$ cat config.mk
export PLATFORM = sky130hd
export DESIGN_NAME = sevenseg_decode_3
export DESIGN_NICKNAME = d
export VERILOG_FILES = /design/src/rtl/sevenseg_decode_3_pkg.sv /design/src/rtl/sevenseg_decode_3_pattern_decode.sv /design/src/rtl/sevenseg_decode_3.sv
export SDC_FILE = /design/constraint.sdc
export NUM_CORES = 1
export LEC_CHECK = 0
export ABC_AREA = 1
export CAP_MARGIN = 20
export CORE_AREA = 2 2 108 163
export CTS_CLUSTER_DIAMETER = 150
export CTS_CLUSTER_SIZE = 10
export DETAILED_ROUTE_END_ITERATION = 10
export DIE_AREA = 0 0 110 165
export HOLD_SLACK_MARGIN = 0.08
export PLACE_DENSITY = 0.72
export SETUP_SLACK_MARGIN = 0.2
export SYNTH_ARGS = -nofsm -noshare
export SYNTH_HDL_FRONTEND = slang
export SYNTH_SLANG_ARGS = --single-unit
$ cat constraint.sdc
create_clock -name clk -period 2.9 [get_ports clk]
set_input_delay 0.435 -clock clk [delete_from_list [all_inputs] [get_ports clk]]
set_output_delay 0.435 -clock clk [all_outputs]
set_load 0.1 [all_outputs]
$ cat src/rtl/sevenseg_decode_3_pkg.sv
// Shared definitions for the seven-segment receive decoder: segment bit positions,
// active-low digit enable codes, FSM state type and the segment-to-hex decode table.
// Pure declarations; no logic or latency of its own.
package sevenseg_decode_3_pkg;

   // Bit positions on the 8-bit segment bus (all active low)
   localparam int SEG_A  = 7;
   localparam int SEG_B  = 6;
   localparam int SEG_C  = 5;
   localparam int SEG_D  = 4;
   localparam int SEG_E  = 3;
   localparam int SEG_F  = 2;
   localparam int SEG_G  = 1;
   localparam int SEG_DP = 0;

   // Active-low digit enable codes
   localparam logic [2:0] EN_DIGIT0 = 3'b110;
   localparam logic [2:0] EN_DIGIT1 = 3'b101;
   localparam logic [2:0] EN_DIGIT2 = 3'b011;
   localparam logic [2:0] EN_BLANK  = 3'b111;

   typedef enum logic [1:0] {
      ST_IDLE  = 2'd0,
      ST_TRACK = 2'd1,
      ST_HELD  = 2'd2
   } stab_state_e;

   typedef struct packed {
      logic       valid;
      logic [3:0] hex;
   } seg_dec_t;

   // Pattern is segments a..g, active low. B and D are indistinguishable from
   // 8 and 0 on a seven-segment display, so those patterns decode as 8 and 0.
   function automatic seg_dec_t decode_pattern(input logic [6:0] pat);
      seg_dec_t r;
      r.valid = 1'b1;
      r.hex   = 4'h0;
      case (pat)
         7'b0000001: r.hex = 4'h0;
         7'b1001111: r.hex = 4'h1;
         7'b0010010: r.hex = 4'h2;
         7'b0000110: r.hex = 4'h3;
         7'b1001100: r.hex = 4'h4;
         7'b0100100: r.hex = 4'h5;
         7'b0100000: r.hex = 4'h6;
         7'b0001111: r.hex = 4'h7;
         7'b0000000: r.hex = 4'h8;
         7'b0000100: r.hex = 4'h9;
         7'b0001000: r.hex = 4'hA;
         7'b0110001: r.hex = 4'hC;
         7'b0110000: r.hex = 4'hE;
         7'b0111000: r.hex = 4'hF;
         default:    r.valid = 1'b0;
      endcase
      return r;
   endfunction

endpackage

$ cat src/rtl/sevenseg_decode_3_pattern_decode.sv
// Combinational seven-segment pattern decoder (pattern -> valid + hex).
// Latency: zero cycles, purely combinational.
// Backpressure: none.
// Ports: pattern_i segments a..g active low; valid_o pattern is in the table; hex_o decoded value.
module sevenseg_pattern_decode
   import sevenseg_decode_3_pkg::*;
(
   input  logic [6:0] pattern_i,
   output logic       valid_o,
   output logic [3:0] hex_o
);

   seg_dec_t dec;

   always_comb begin
      dec     = decode_pattern(pattern_i);
      valid_o = dec.valid;
      hex_o   = dec.hex;
   end

endmodule

$ cat src/rtl/sevenseg_decode_3.sv
// Receive-side decoder for a 3-digit multiplexed seven-segment bus: synchronizes,
// debounces each digit pattern and recovers hex value, dp, validity and errors.
// Latency: 2+STABLE_CYCLES cycles from input change to outputs; no backpressure (sampling monitor).
// Ports: clk, rst_n (async active low); SevenSegment/SevenSegmentEnable async active-low bus in;
//        Digit0..2, DigitDp, DigitValid, DigitErr status out; Update, BusErr single-cycle pulses.
module sevenseg_decode_3
   import sevenseg_decode_3_pkg::*;
#(
   parameter int STABLE_CYCLES  = 4,
   parameter int TIMEOUT_CYCLES = 1000000
) (
   input  logic       clk,
   input  logic       rst_n,
   input  logic [7:0] SevenSegment,
   input  logic [2:0] SevenSegmentEnable,
   output logic [3:0] Digit0,
   output logic [3:0] Digit1,
   output logic [3:0] Digit2,
   output logic [2:0] DigitDp,
   output logic [2:0] DigitValid,
   output logic [2:0] DigitErr,
   output logic       Update,
   output logic       BusErr
);

   localparam logic [7:0]  STABLE_TGT = 8'(STABLE_CYCLES);
   localparam logic [23:0] TMO_RELOAD = 24'(TIMEOUT_CYCLES);

   // Two-flop synchronizers; reset to all-ones (blank, all segments off)
   logic [7:0] seg_s1_q, seg_s2_q;
   logic [2:0] en_s1_q, en_s2_q;

   // Stability tracker
   stab_state_e state_q, state_d;
   logic [7:0]  cnt_q, cnt_d;
   logic [10:0] samp_q, samp_d;    // {enable, segments} currently being tracked
   logic [10:0] cur_samp;
   logic        accept;

   // Per-digit output state
   logic [3:0]  digit_q [3];
   logic [3:0]  digit_d [3];
   logic [23:0] tmo_q   [3];
   logic [23:0] tmo_d   [3];
   logic [2:0]  dp_q, dp_d;
   logic [2:0]  valid_q, valid_d;
   logic [2:0]  err_q, err_d;
   logic        upd_q, upd_d;
   logic        buserr_q, buserr_d;

   // Accepted-pattern decode
   logic [2:0]  acc_en;
   logic        acc_dp;
   logic        acc_onehot;
   logic [2:0]  digit_hit;
   logic        dec_valid;
   logic [3:0]  dec_hex;

   assign cur_samp = {en_s2_q, seg_s2_q};

   // Stability FSM: a pattern is accepted once, on the cycle its run of identical
   // samples reaches STABLE_CYCLES; HELD then suppresses re-acceptance.
   always_comb begin
      state_d = state_q;
      cnt_d   = cnt_q;
      samp_d  = samp_q;
      accept  = 1'b0;
      case (state_q)
         ST_IDLE: begin
            if (en_s2_q != EN_BLANK) begin
               state_d = ST_TRACK;
               cnt_d   = 8'd1;
               samp_d  = cur_samp;
            end
         end
         ST_TRACK: begin
            if (en_s2_q == EN_BLANK) begin
               state_d = ST_IDLE;
               cnt_d   = 8'd0;
            end else if (cur_samp == samp_q) begin
               cnt_d = cnt_q + 8'd1;
               if (cnt_q + 8'd1 == STABLE_TGT) begin
                  accept  = 1'b1;
                  state_d = ST_HELD;
               end
            end else begin
               cnt_d  = 8'd1;
               samp_d = cur_samp;
            end
         end
         ST_HELD: begin
            if (en_s2_q == EN_BLANK) begin
               state_d = ST_IDLE;
               cnt_d   = 8'd0;
            end else if (cur_samp != samp_q) begin
               state_d = ST_TRACK;
               cnt_d   = 8'd1;
               samp_d  = cur_samp;
            end
         end
         default: begin
            state_d = ST_IDLE;
            cnt_d   = 8'd0;
         end
      endcase
   end

   // On accept, samp_q equals the current sample, so decode the registered copy.
   assign acc_en     = samp_q[10:8];
   assign acc_dp     = ~samp_q[SEG_DP];
   assign acc_onehot = (acc_en == EN_DIGIT0) || (acc_en == EN_DIGIT1) || (acc_en == EN_DIGIT2);
   assign digit_hit  = (accept && acc_onehot) ? ~acc_en : 3'b000;

   sevenseg_pattern_decode u_pattern_decode (
      .pattern_i (samp_q[SEG_A:SEG_G]),
      .valid_o   (dec_valid),
      .hex_o     (dec_hex)
   );

   always_comb begin
      dp_d     = dp_q;
      valid_d  = valid_q;
      err_d    = err_q;
      upd_d    = 1'b0;
      buserr_d = accept && !acc_onehot;
      for (int i = 0; i < 3; i++) begin
         digit_d[i] = digit_q[i];
         tmo_d[i]   = tmo_q[i];
         // Valid drops on the cycle the counter reaches zero, and stays low there.
         if (tmo_q[i] != 24'd0) tmo_d[i] = tmo_q[i] - 24'd1;
         if (tmo_q[i] <= 24'd1) valid_d[i] = 1'b0;
         // Accept is applied last so it overrides a coincident timeout.
         if (digit_hit[i]) begin
            tmo_d[i] = TMO_RELOAD;
            if (dec_valid) begin
               if ((digit_q[i] != dec_hex) || (dp_q[i] != acc_dp)) upd_d = 1'b1;
               digit_d[i] = dec_hex;
               dp_d[i]    = acc_dp;
               valid_d[i] = 1'b1;
               err_d[i]   = 1'b0;
            end else begin
               err_d[i] = 1'b1;
            end
         end
      end
   end

   always_ff @(posedge clk or negedge rst_n) begin
      if (!rst_n) begin
         seg_s1_q <= '1;
         seg_s2_q <= '1;
         en_s1_q  <= '1;
         en_s2_q  <= '1;
         state_q  <= ST_IDLE;
         cnt_q    <= '0;
         samp_q   <= '1;
         for (int i = 0; i < 3; i++) begin
            digit_q[i] <= '0;
            tmo_q[i]   <= '0;
         end
         dp_q     <= '0;
         valid_q  <= '0;
         err_q    <= '0;
         upd_q    <= 1'b0;
         buserr_q <= 1'b0;
      end else begin
         seg_s1_q <= SevenSegment;
         seg_s2_q <= seg_s1_q;
         en_s1_q  <= SevenSegmentEnable;
         en_s2_q  <= en_s1_q;
         state_q  <= state_d;
         cnt_q    <= cnt_d;
         samp_q   <= samp_d;
         for (int i = 0; i < 3; i++) begin
            digit_q[i] <= digit_d[i];
            tmo_q[i]   <= tmo_d[i];
         end
         dp_q     <= dp_d;
         valid_q  <= valid_d;
         err_q    <= err_d;
         upd_q    <= upd_d;
         buserr_q <= buserr_d;
      end
   end

   assign Digit0     = digit_q[0];
   assign Digit1     = digit_q[1];
   assign Digit2     = digit_q[2];
   assign DigitDp    = dp_q;
   assign DigitValid = valid_q;
   assign DigitErr   = err_q;
   assign Update     = upd_q;
   assign BusErr     = buserr_q;

endmodule

# After elaboration in Yosys (flattened, before gate mapping)
# Index checks and enable logic that the tools add are counted.
# totals
output_inout_bits	23
reg_bits	138
# op_classes
order_cmp	3
n_reduce_logical	24
addsub	4
eq_ne	37
bitwise_logic	2
mux	51
# op_table
op	count
24-bit 2-to-1 mux	6
24-bit by 1-bit <= comparator with 1-bit output (second input constant)	3
24-bit nonzero test	3
24-bit by 1-bit subtractor with 24-bit output (second input constant)	3
11-bit 2-to-1 mux	5
4-bit case mux with 13 select lines	1
8-bit 2-to-1 mux	5
7-bit by 6-bit == test with 1-bit output (second input constant)	5
11-bit case mux with 3 select lines	1
1-bit 2-to-1 mux	24
8-bit case mux with 3 select lines	1
7-bit by 3-bit == test with 1-bit output (second input constant)	2
7-bit by 4-bit == test with 1-bit output (second input constant)	2
7-bit == test (second input constant)	2
14-bit OR reduction	1
2-bit 2-to-1 mux	6
3-bit inequality test (second input constant)	4
4-bit inequality test	3
11-bit == test	1
11-bit inequality test	1
2-bit inequality test (second input constant)	5
3-bit == test (second input constant)	3
8-bit by 1-bit adder with 8-bit output (second input constant)	1
8-bit by 3-bit == test with 1-bit output (second input constant)	1
20 further kinds	32

# Logic depth before layout (Yosys ltp)
# Gate-level depths: netlist of the first run.
# depth
ltp_word	15
depth_mapped	15

# Cells and area by module
# A second synthesis of the first run with hierarchy kept.
# hier_totals
hier_cells	965
hier_area_um2	7459.7
# modules_own_cells
module	area_per_inst_um2	cells_per_inst	seq_area_each_um2	instances
sevenseg_decode_3	7175.6	899	3494.6	1
sevenseg_pattern_decode	284.0	66	0.0	1

# Worst setup path after synthesis of the first run
# OpenSTA, ideal clock, no wires.
# synth_path
kind	register -> register
start	register samp_q[7]
end	register digit_q (netlist bit Digit1[3])
setup_slack_ns	0.935
synth_period_minus_slack_ns	1.965
t_arrival_ns	1.840
stages_incl_launch_ff	14
n_path_buf	2
path_cell_list	dfstp_2 buf_2 nand2_1 nand2_1 nand2_1 nor2_2 nand3_2 nor2_2 nand4_2 nor2_4 nand2_2 buf_6 nand2_1 o21ai_1
# synth_between
elab_chain_cells	7
# synth_lines
element	line_no	source
start, declared	sevenseg_decode_3.sv:36	logic [10:0] samp_q, samp_d;
start signal, assigned	sevenseg_decode_3.sv:173	samp_q <= samp_d;
11-bit == test	sevenseg_decode_3.sv:80	end else if (cur_samp == samp_q) begin
1-bit 2-to-1 mux	sevenseg_decode_3.sv:80	
1-bit 2-to-1 mux	sevenseg_decode_3.sv:77	if (en_s2_q == EN_BLANK) begin
1-bit 2-to-1 mux	sevenseg_decode_3.sv:68	case (state_q)
1-bit logical AND	sevenseg_decode_3.sv:112	assign digit_hit = (accept && acc_onehot) ? ~acc_en : 3'b000;
3-bit 2-to-1 mux	sevenseg_decode_3.sv:112	
2-bit AND reduction (no line)	-	
end signal, assigned by index	sevenseg_decode_3.sv:175	digit_q[i] <= digit_d[i];
end, declared	sevenseg_decode_3.sv:41	logic [3:0] digit_q [3];
# Parallel ways exist; a longest one is shown, timed or not.
# A chain may end at the register's enable or synchronous reset.

# Worst setup path after layout of the first run
# layout_path
start	register cnt_q[0]
end	register digit_q (netlist bit Digit0[0])
# layout_between
elab_chain_cells	9
# layout_lines
element	line_no	source
start, declared	sevenseg_decode_3.sv:35	logic [7:0] cnt_q, cnt_d;
start signal, assigned	sevenseg_decode_3.sv:172	cnt_q <= cnt_d;
8-bit by 1-bit adder with 8-bit output	sevenseg_decode_3.sv:82	if (cnt_q + 8'd1 == STABLE_TGT) begin
8-bit by 3-bit == test with 1-bit output	sevenseg_decode_3.sv:82	
1-bit 2-to-1 mux	sevenseg_decode_3.sv:82	
1-bit 2-to-1 mux	sevenseg_decode_3.sv:80	
1-bit 2-to-1 mux	sevenseg_decode_3.sv:77	
1-bit 2-to-1 mux	sevenseg_decode_3.sv:68	
1-bit logical AND	sevenseg_decode_3.sv:112	
3-bit 2-to-1 mux	sevenseg_decode_3.sv:112	
2-bit AND reduction (no line)	-	
# No other way between the ends.

==> results.py, run 1 <==
metrics = {
    "drt": {
        "wl_per_cell_um": 13.09,
        "viasPerCell": 4.930,
        "drt-initial-drc-count": 324,
        "first_pass_iters": 4,
        "drc_errors": 0,
        "ant_nets": 0,
        "route.vias.total": 6113,
        "routed_wirelength_mm": 16.23,
    },
    "synth": {
        "synth_top_area_share_pct": 35.46,
        "ys.flop_type": "dfrtp_1",
        "synth.area.top_cells": "dfrtp_1, dfstp_2, nand2_1",
        "synth_top_area_cell": "dfrtp_1",
        "ys_ff_latch": 138,
        "synth_cell_types": 38,
        "synth_edf_count": 0,
        "syn_area_per_cell_um2": 7.664,
        "synth_cells": 967,
        "synth_nets": 987,
        "synthArstFlopShare_pct": 100.0,
        "yosys_warnings": 0,
        "netlist_area_um2": 7411,
        "ys_seq_area_share_pct": 47.16,
    },
    "job": {
        "drv_cap": 0,
    },
    "grt": {
        "grt_usage_pct": 19.32,
        "grt_pass1_wl_mm": 27.63,
        "grt_max_degree": 62,
        "overflow": 0,
        "grt_pass1_vias": 6137,
        "antenna_found_initial": 0,
    },
    "sta": {
        "setup_tns_ns": 0,
        "tightest_slew_ns": 0.5994,
        "timing.final.crit_share_pct": 79.45,
        "setup_viol": 0,
        "fin_crit_ns": 2.304,
        "hold-worst-slack_ns": 0.3502,
        "max_freq_mhz": 434.0,
        "hold_viol": 0,
        "fin_worst_skew_ns": 0.008326,
        "rsz0062_at_grt": "false",
        "slew_viol_final": 0,
        "relSlewSlack_pct": 59.73,
    },
    "place": {
        "gp_congestion": 0.8939,
        "placed_cells": 1207,
        "port_buffers": 35,
        "dpl.hpwl_mm": 11.95,
    },
    "clock_network": {
        "clk_pin_slew_worst_paths_ns": 0.06,
        "clk_latency_ns": 0.42,
        "holdBufCountCts": 1,
        "cts_resized": 0,
        "cts.sinks": 138,
        "post_cts_buffers": 0,
        "cts_made_buffers": 17,
        "tritoncts": "yes",
        "htreeDepth": 4,
        "cts_buffer_depth": 2,
        "clk_root_buffer_cell": "clkbuf_16",
    },
    "die": {
        "die_h_um": 165,
        "die-area_um2": 18150,
        "start_util_pct": 44.59,
        "core-area_um2": 16620,
        "ios": 36,
        "rows": 58,
        "die-width_um": 110,
    },
    "cells_and_area": {
        "final_common_cell": "nand2_1",
        "nFillCells": 1547,
        "multi_input_area_um2": 3272,
        "final_cell_count_no_fill": 1240,
        "areaGrowthSynthToFinish_pct": 15.77,
        "fin_nets": 1037,
        "final_cell_mix": "nand2_1, nor2_1, inv_1, dfrtp_1, nand3_1",
        "seq_area_um2": 3495,
        "diodes": 0,
        "drive_above_1_share_pct": 13.01,
    },
    "worst_hold_path": {
        "hold-path-cell-count": 0,
        "hp-class": "flip-flop to flip-flop",
        "hold_path_end": "seg_s2_q[5]",
        "hp-start": "seg_s1_q[5]",
    },
    "power_and_ir_drop": {
        "power_density_nw_per_um2": 1253,
        "ir_drop_uv": 1146,
        "total_leakage_power_uw": 0.004617,
    },
    "status": {
        "status": "completed",
    },
    "worst_setup_path": {
        "cp-start-kind": "flip-flop",
        "rrSetupSlack_ns": 0.60,
        "max_stage_delay_ns": 0.39,
        "cp.buffers_inverters": 1,
        "cp.arrival_ns": 2.58,
        "slowest_stage": "dfrtp_1",
        "worstSetupPathType": "flip-flop to flip-flop",
        "crit_chain": "ha_1, nand2_1, inv_1, nand2_1, nor2_1, nand2_1, nand2_1, nand2_1, nor2_2, nand4_2, nor2_1, nand2_1, nand2_1, o21ai_1",
        "r2r_start": "cnt_q[0]",
        "cp.required_ns": 3.18,
        "cpLargestDelayFamily": "simple AND/OR/NAND/NOR gates",
        "crit_path_end_kind": "flip-flop",
        "r2r_cells": 14,
        "cp_max_fo": 11,
        "r2r-end": "Digit0[0]",
        "path_common_cell": "nand2_1",
    },
}
-- logic make-up (layout without fill, tap and decap cells) --
kind of cell    after synthesis  in the layout  synth area share (%)
compound gates               71             71                 5.268
fa+ha+maj                     7              7                 1.182
buf+inv                     160            223                 8.695
xor+xnor                     53             53                 6.264
flops                       138            138                 47.16
simple gates                537            537                 31.30
mux                           1              1                0.1351
-- how the worst max path moves through the flow --
| stage | from | to | slack, ns | cells after the start |
|---|---|---|---|---|
| after detailed placement | samp_q[0] | tmo_q[47] | 0.63 | 11 |
| final | cnt_q[0] | Digit0[0] | 0.60 | 14 |
| after CTS | cnt_q[0] | tmo_q[47] | 0.60 | 15 |
| after global routing | cnt_q[0] | Digit0[0] | 0.29 | 14 |
| after floorplan | samp_q[7] | Digit1[3] | 0.94 | 13 |
| after global placement | samp_q[0] | tmo_q[47] | 0.68 | 11 |
-- power breakdown --
part           switching, uW  internal [uW]
clock network            831           1400
registers                163           2360
logic                   3690           2300
total                   4690           6070
-- registers in the layout, indices dropped and copies added (netlist names) --
register,count
en_s2_q,3
seg_s2_q,8
state_q,2
Update,1
samp_q,11
Digit1,4
cnt_q,8
en_s1_q,3
Digit0,4
tmo_q,72
BusErr,1
DigitDp,3
DigitValid,3
seg_s1_q,8
DigitErr,3
Digit2,4
-- cell type report --
class | count | area share, %
flip-flops and latches | 138 | 40.73
multi-input cells | 669 | 38.14
inverters | 147 | 6.446
clock buffers | 25 | 6.388
repair buffers | 44 | 4.390
well taps | 210 | 3.063
clock inverters | 7 | 0.8459
-- synthesized netlist by cell type (9+ instances only) --
| library cell | n |
|---|---|
| nand2_1 | 226 |
| xnor2_1 | 9 |
| o21ai_0 | 33 |
| dfrtp_1 | 105 |
| dfstp_2 | 33 |
| o21ai_1 | 11 |
| a21oi_1 | 17 |
| inv_1 | 141 |
| nor3_1 | 21 |
| nor2_1 | 159 |
| xor2_1 | 44 |
| nand4_1 | 22 |
| nand3_1 | 71 |
-- layer usage --
layer / track usage, % / up-vias / routed length (um)
met5: 0 / - / 0
met4: 9.264 / 0 / 497
met3: 2.881 / 33 / 402
met2: 34.44 / 100 / 8548
met1: 22.24 / 2856 / 6778
li1: - / 3124 / -
-- metrics by stage --
step	utilization (%)	instance area [um2]	worst slack, ns	total power, uW
floorplan	-	7411	0.9351	8232
global placement	47.83	7949	0.6781	8469
detailed placement	47.83	7949	0.6290	8674
CTS	51.63	8579	0.6029	10930
global route	51.63	8579	0.2901	11340
finish	51.63	8579	0.5960	10750
Note: power is estimated with default switching activity, not from simulation.
==> inputs of run 2 (changes only) <==
--- a/config.mk
+++ b/config.mk
@@ -13,7 +13,7 @@
 export DETAILED_ROUTE_END_ITERATION = 10
 export DIE_AREA = 0 0 110 165
 export HOLD_SLACK_MARGIN = 0.08
-export PLACE_DENSITY = 0.72
+export PLACE_DENSITY = 0.74
 export SETUP_SLACK_MARGIN = 0.2
 export SYNTH_ARGS = -nofsm -noshare
 export SYNTH_HDL_FRONTEND = slang
==> constraint.sdc (replaced) <==
create_clock -name clk -period 2.05 [get_ports clk]
set_input_delay 0.3075 -clock clk [delete_from_list [all_inputs] [get_ports clk]]
set_output_delay 0.3075 -clock clk [all_outputs]
set_load 0.1 [all_outputs]
==> run 2 against run 1 <==
  * Maximum frequency rose by 5.7%
  * Sequential power is 43% higher
  * Clock power is 40% higher
  * The run now ends with setup timing left
  * Highest routed layer unchanged
  * First-iteration DRC count is 0.31% higher
  * Largest cell class is now multi-input combinational cells
  * Setup slack worse by 0.73 ns
==> results.py, run 2 (same netlist as run 1, synthesis figures left out) <==
metrics = {
    "clock_network": {
        "tritoncts": "yes",
        "htreeDepth": 4,
        "cts.sinks": 138,
        "clk_latency_ns": 0.42,
        "clk_pin_slew_worst_paths_ns": 0.06,
        "cts_buffer_depth": 2,
        "cts_made_buffers": 17,
        "clk_root_buffer_cell": "clkbuf_16",
    },
    "sta": {
        "setup_tns_ns": -3.896,
        "hold_viol": 0,
        "slew_viol_final": 0,
        "fin_worst_skew_ns": 0.009604,
        "tightest_slew_ns": 0.5841,
        "setup_viol": 66,
        "setup_ws_ns": -0.1293,
        "max_freq_mhz": 458.9,
        "relSlewSlack_pct": 60.65,
        "timing.final.crit_share_pct": 106.3,
        "fin_crit_ns": 2.179,
        "rsz0062_at_grt": "true",
    },
    "drt": {
        "viasPerCell": 5.129,
        "ant_nets": 0,
        "drc_errors": 0,
        "wl_per_cell_um": 14.43,
        "drt-initial-drc-count": 325,
        "first_pass_iters": 5,
        "routed_wirelength_mm": 18.87,
        "route.vias.total": 6709,
    },
    "power_and_ir_drop": {
        "power_density_nw_per_um2": 1735,
        "total_leakage_power_uw": 0.005168,
        "p_total_uw": 17110,
        "ir_drop_uv": 2346,
    },
    "worst_hold_path": {
        "hp-class": "input pin to async pin",
    },
    "grt": {
        "antenna_found_initial": 0,
        "grt_pass1_vias": 6514,
        "grt_max_degree": 69,
        "grt_usage_pct": 20.93,
        "grt_pass1_wl_mm": 29.73,
        "overflow": 0,
    },
    "cells_and_area": {
        "diodes": 0,
        "fin_nets": 1105,
        "multi_input_area_um2": 3787,
        "regMostFlops": "tmo_q",
        "nFillCells": 1347,
        "final_cell_mix": "nand2_1, inv_1, nor2_1, dfrtp_1, buf_4",
        "largest_register_ff_count": 72,
        "drive_above_1_share_pct": 29.14,
        "final_cell_area_um2": 9858,
        "reg.largest.list": "tmo_q x72, samp_q x11",
        "final_common_cell": "nand2_1",
        "areaGrowthSynthToFinish_pct": 33.02,
        "seq_area_um2": 3495,
    },
    "place": {
        "post-place-ws_ns": -0.01770,
        "dpl.hpwl_mm": 12.32,
        "gp_congestion": 0.9425,
        "placed_area_um2": 8335,
        "port_buffers": 35,
    },
    "status": {
        "status": "complete, but fails checks",
        "violations": "setup timing",
    },
    "worst_setup_path": {
        "cpLargestDelayFamily": "simple AND/OR/NAND/NOR gates",
        "cp_max_fo": 8,
        "crit_path_end_kind": "flip-flop",
        "crit_chain": "nand2_1, nand2_1, nand2_1, nor2_4, nand3_2, nor2_4, nand4_1, buf_4, nor2_4, clkinv_4, nand2_2, o21ai_1",
        "max_stage_delay_ns": 0.62,
        "setup.worst_path.start": "samp_q[9]",
        "cp-start-kind": "flip-flop",
        "slowest_stage": "dfstp_2",
        "worstSetupPathType": "flip-flop to flip-flop",
        "cp.required_ns": 2.34,
        "cp.buffers_inverters": 2,
        "cp.arrival_ns": 2.47,
        "r2r_start": "samp_q[9]",
    },
    "die": {
        "die-width_um": 110,
        "die_h_um": 165,
        "core-area_um2": 16620,
        "rows": 58,
        "ios": 36,
        "die-area_um2": 18150,
        "start_util_pct": 44.59,
    },
    "job": {
        "drv_cap": 0,
    },
}
==> run 2: what timing repair did <==
action / in CTS / in global routing
endpoints found under the hold margin: 112 / 0
hold buffers: 1 / 0
setup endpoints to repair: 115 / 115
resized for setup: 66 / 118
pin swaps: 7 / 28
cloned: 3 / 3
setup buffers: 19 / 5
==> run 2: worst paths after layout <==
check | end | slack, ns | cells after the start
max | DigitDp[2] | -0.13 | 12
min | DigitDp[2] | 0.29 | 2
max reg2reg | DigitDp[2] | -0.13 | 12
min reg2reg | seg_s2_q[0] | 0.35 | 0
max in group asynchronous | samp_q[8] | 1.14 | 3
min in group clk | seg_s1_q[1] | 0.30 | 1
==> run 2: worst register-to-register path, stage by stage, from the launching register on <==
cell	delay [ns]
dfstp_2	0.62
nand2_1	0.09
nand2_1	0.08
nand2_1	0.08
nor2_4	0.13
nand3_2	0.15
nor2_4	0.15
nand4_1	0.14
buf_4	0.17
nor2_4	0.17
clkinv_4	0.14
nand2_2	0.08
o21ai_1	0.07
==> run 2: where the power goes <==
group          leakage [uW]  internal, uW  switching (uW)  total [uW]
Clock              0.000289          1970            1160        3130
Combinational       0.00307          4160            6210       10400
Sequential          0.00181          3370             237        3610
==> run 2: area by class of cell <==
| class | instances | share of cell area, % |
|---|---|---|
| Multi-Input combinational cell | 669 | 38.42 |
| Sequential cell | 138 | 35.45 |
| Timing Repair Buffer | 112 | 11.49 |
| Inverter | 147 | 5.838 |
| Clock buffer | 21 | 4.671 |
| Tap cell | 210 | 2.665 |
| Clock inverter | 11 | 1.472 |
==> run 2: per-stage QoR <==
stage | utilization [%] | hold WS (ns) | instances
after floorplan | - | 0.01191 | 967
after global placement | 50.16 | 0.1480 | 1245
after detailed placement | 50.16 | 0.1476 | 1245
after CTS | 56.20 | 0.2841 | 1300
after global routing | 59.32 | 0.2713 | 1308
final | 59.32 | 0.2863 | 1308
==> run 2: layer usage <==
metal  vias to the layer above  track usage [%]  routed length [um]
li1                       3279                -                   -
met5                         -                0                   0
met2                       181            37.09               10220
met1                      3185            23.35                7243
met3                        64            4.341                 593
met4                         0            10.36                 814
==> inputs of run 3 (changes only) <==
--- a/config.mk
+++ b/config.mk
@@ -6,7 +6,7 @@
 export NUM_CORES = 1
 export LEC_CHECK = 0
 export ABC_AREA = 1
-export CAP_MARGIN = 20
+export CAP_MARGIN = 40
 export CORE_AREA = 2 2 108 163
 export CTS_CLUSTER_DIAMETER = 150
 export CTS_CLUSTER_SIZE = 10
==> results of run 3 <==
No change in the layout: final DEF, timing and power equal those of run 2.
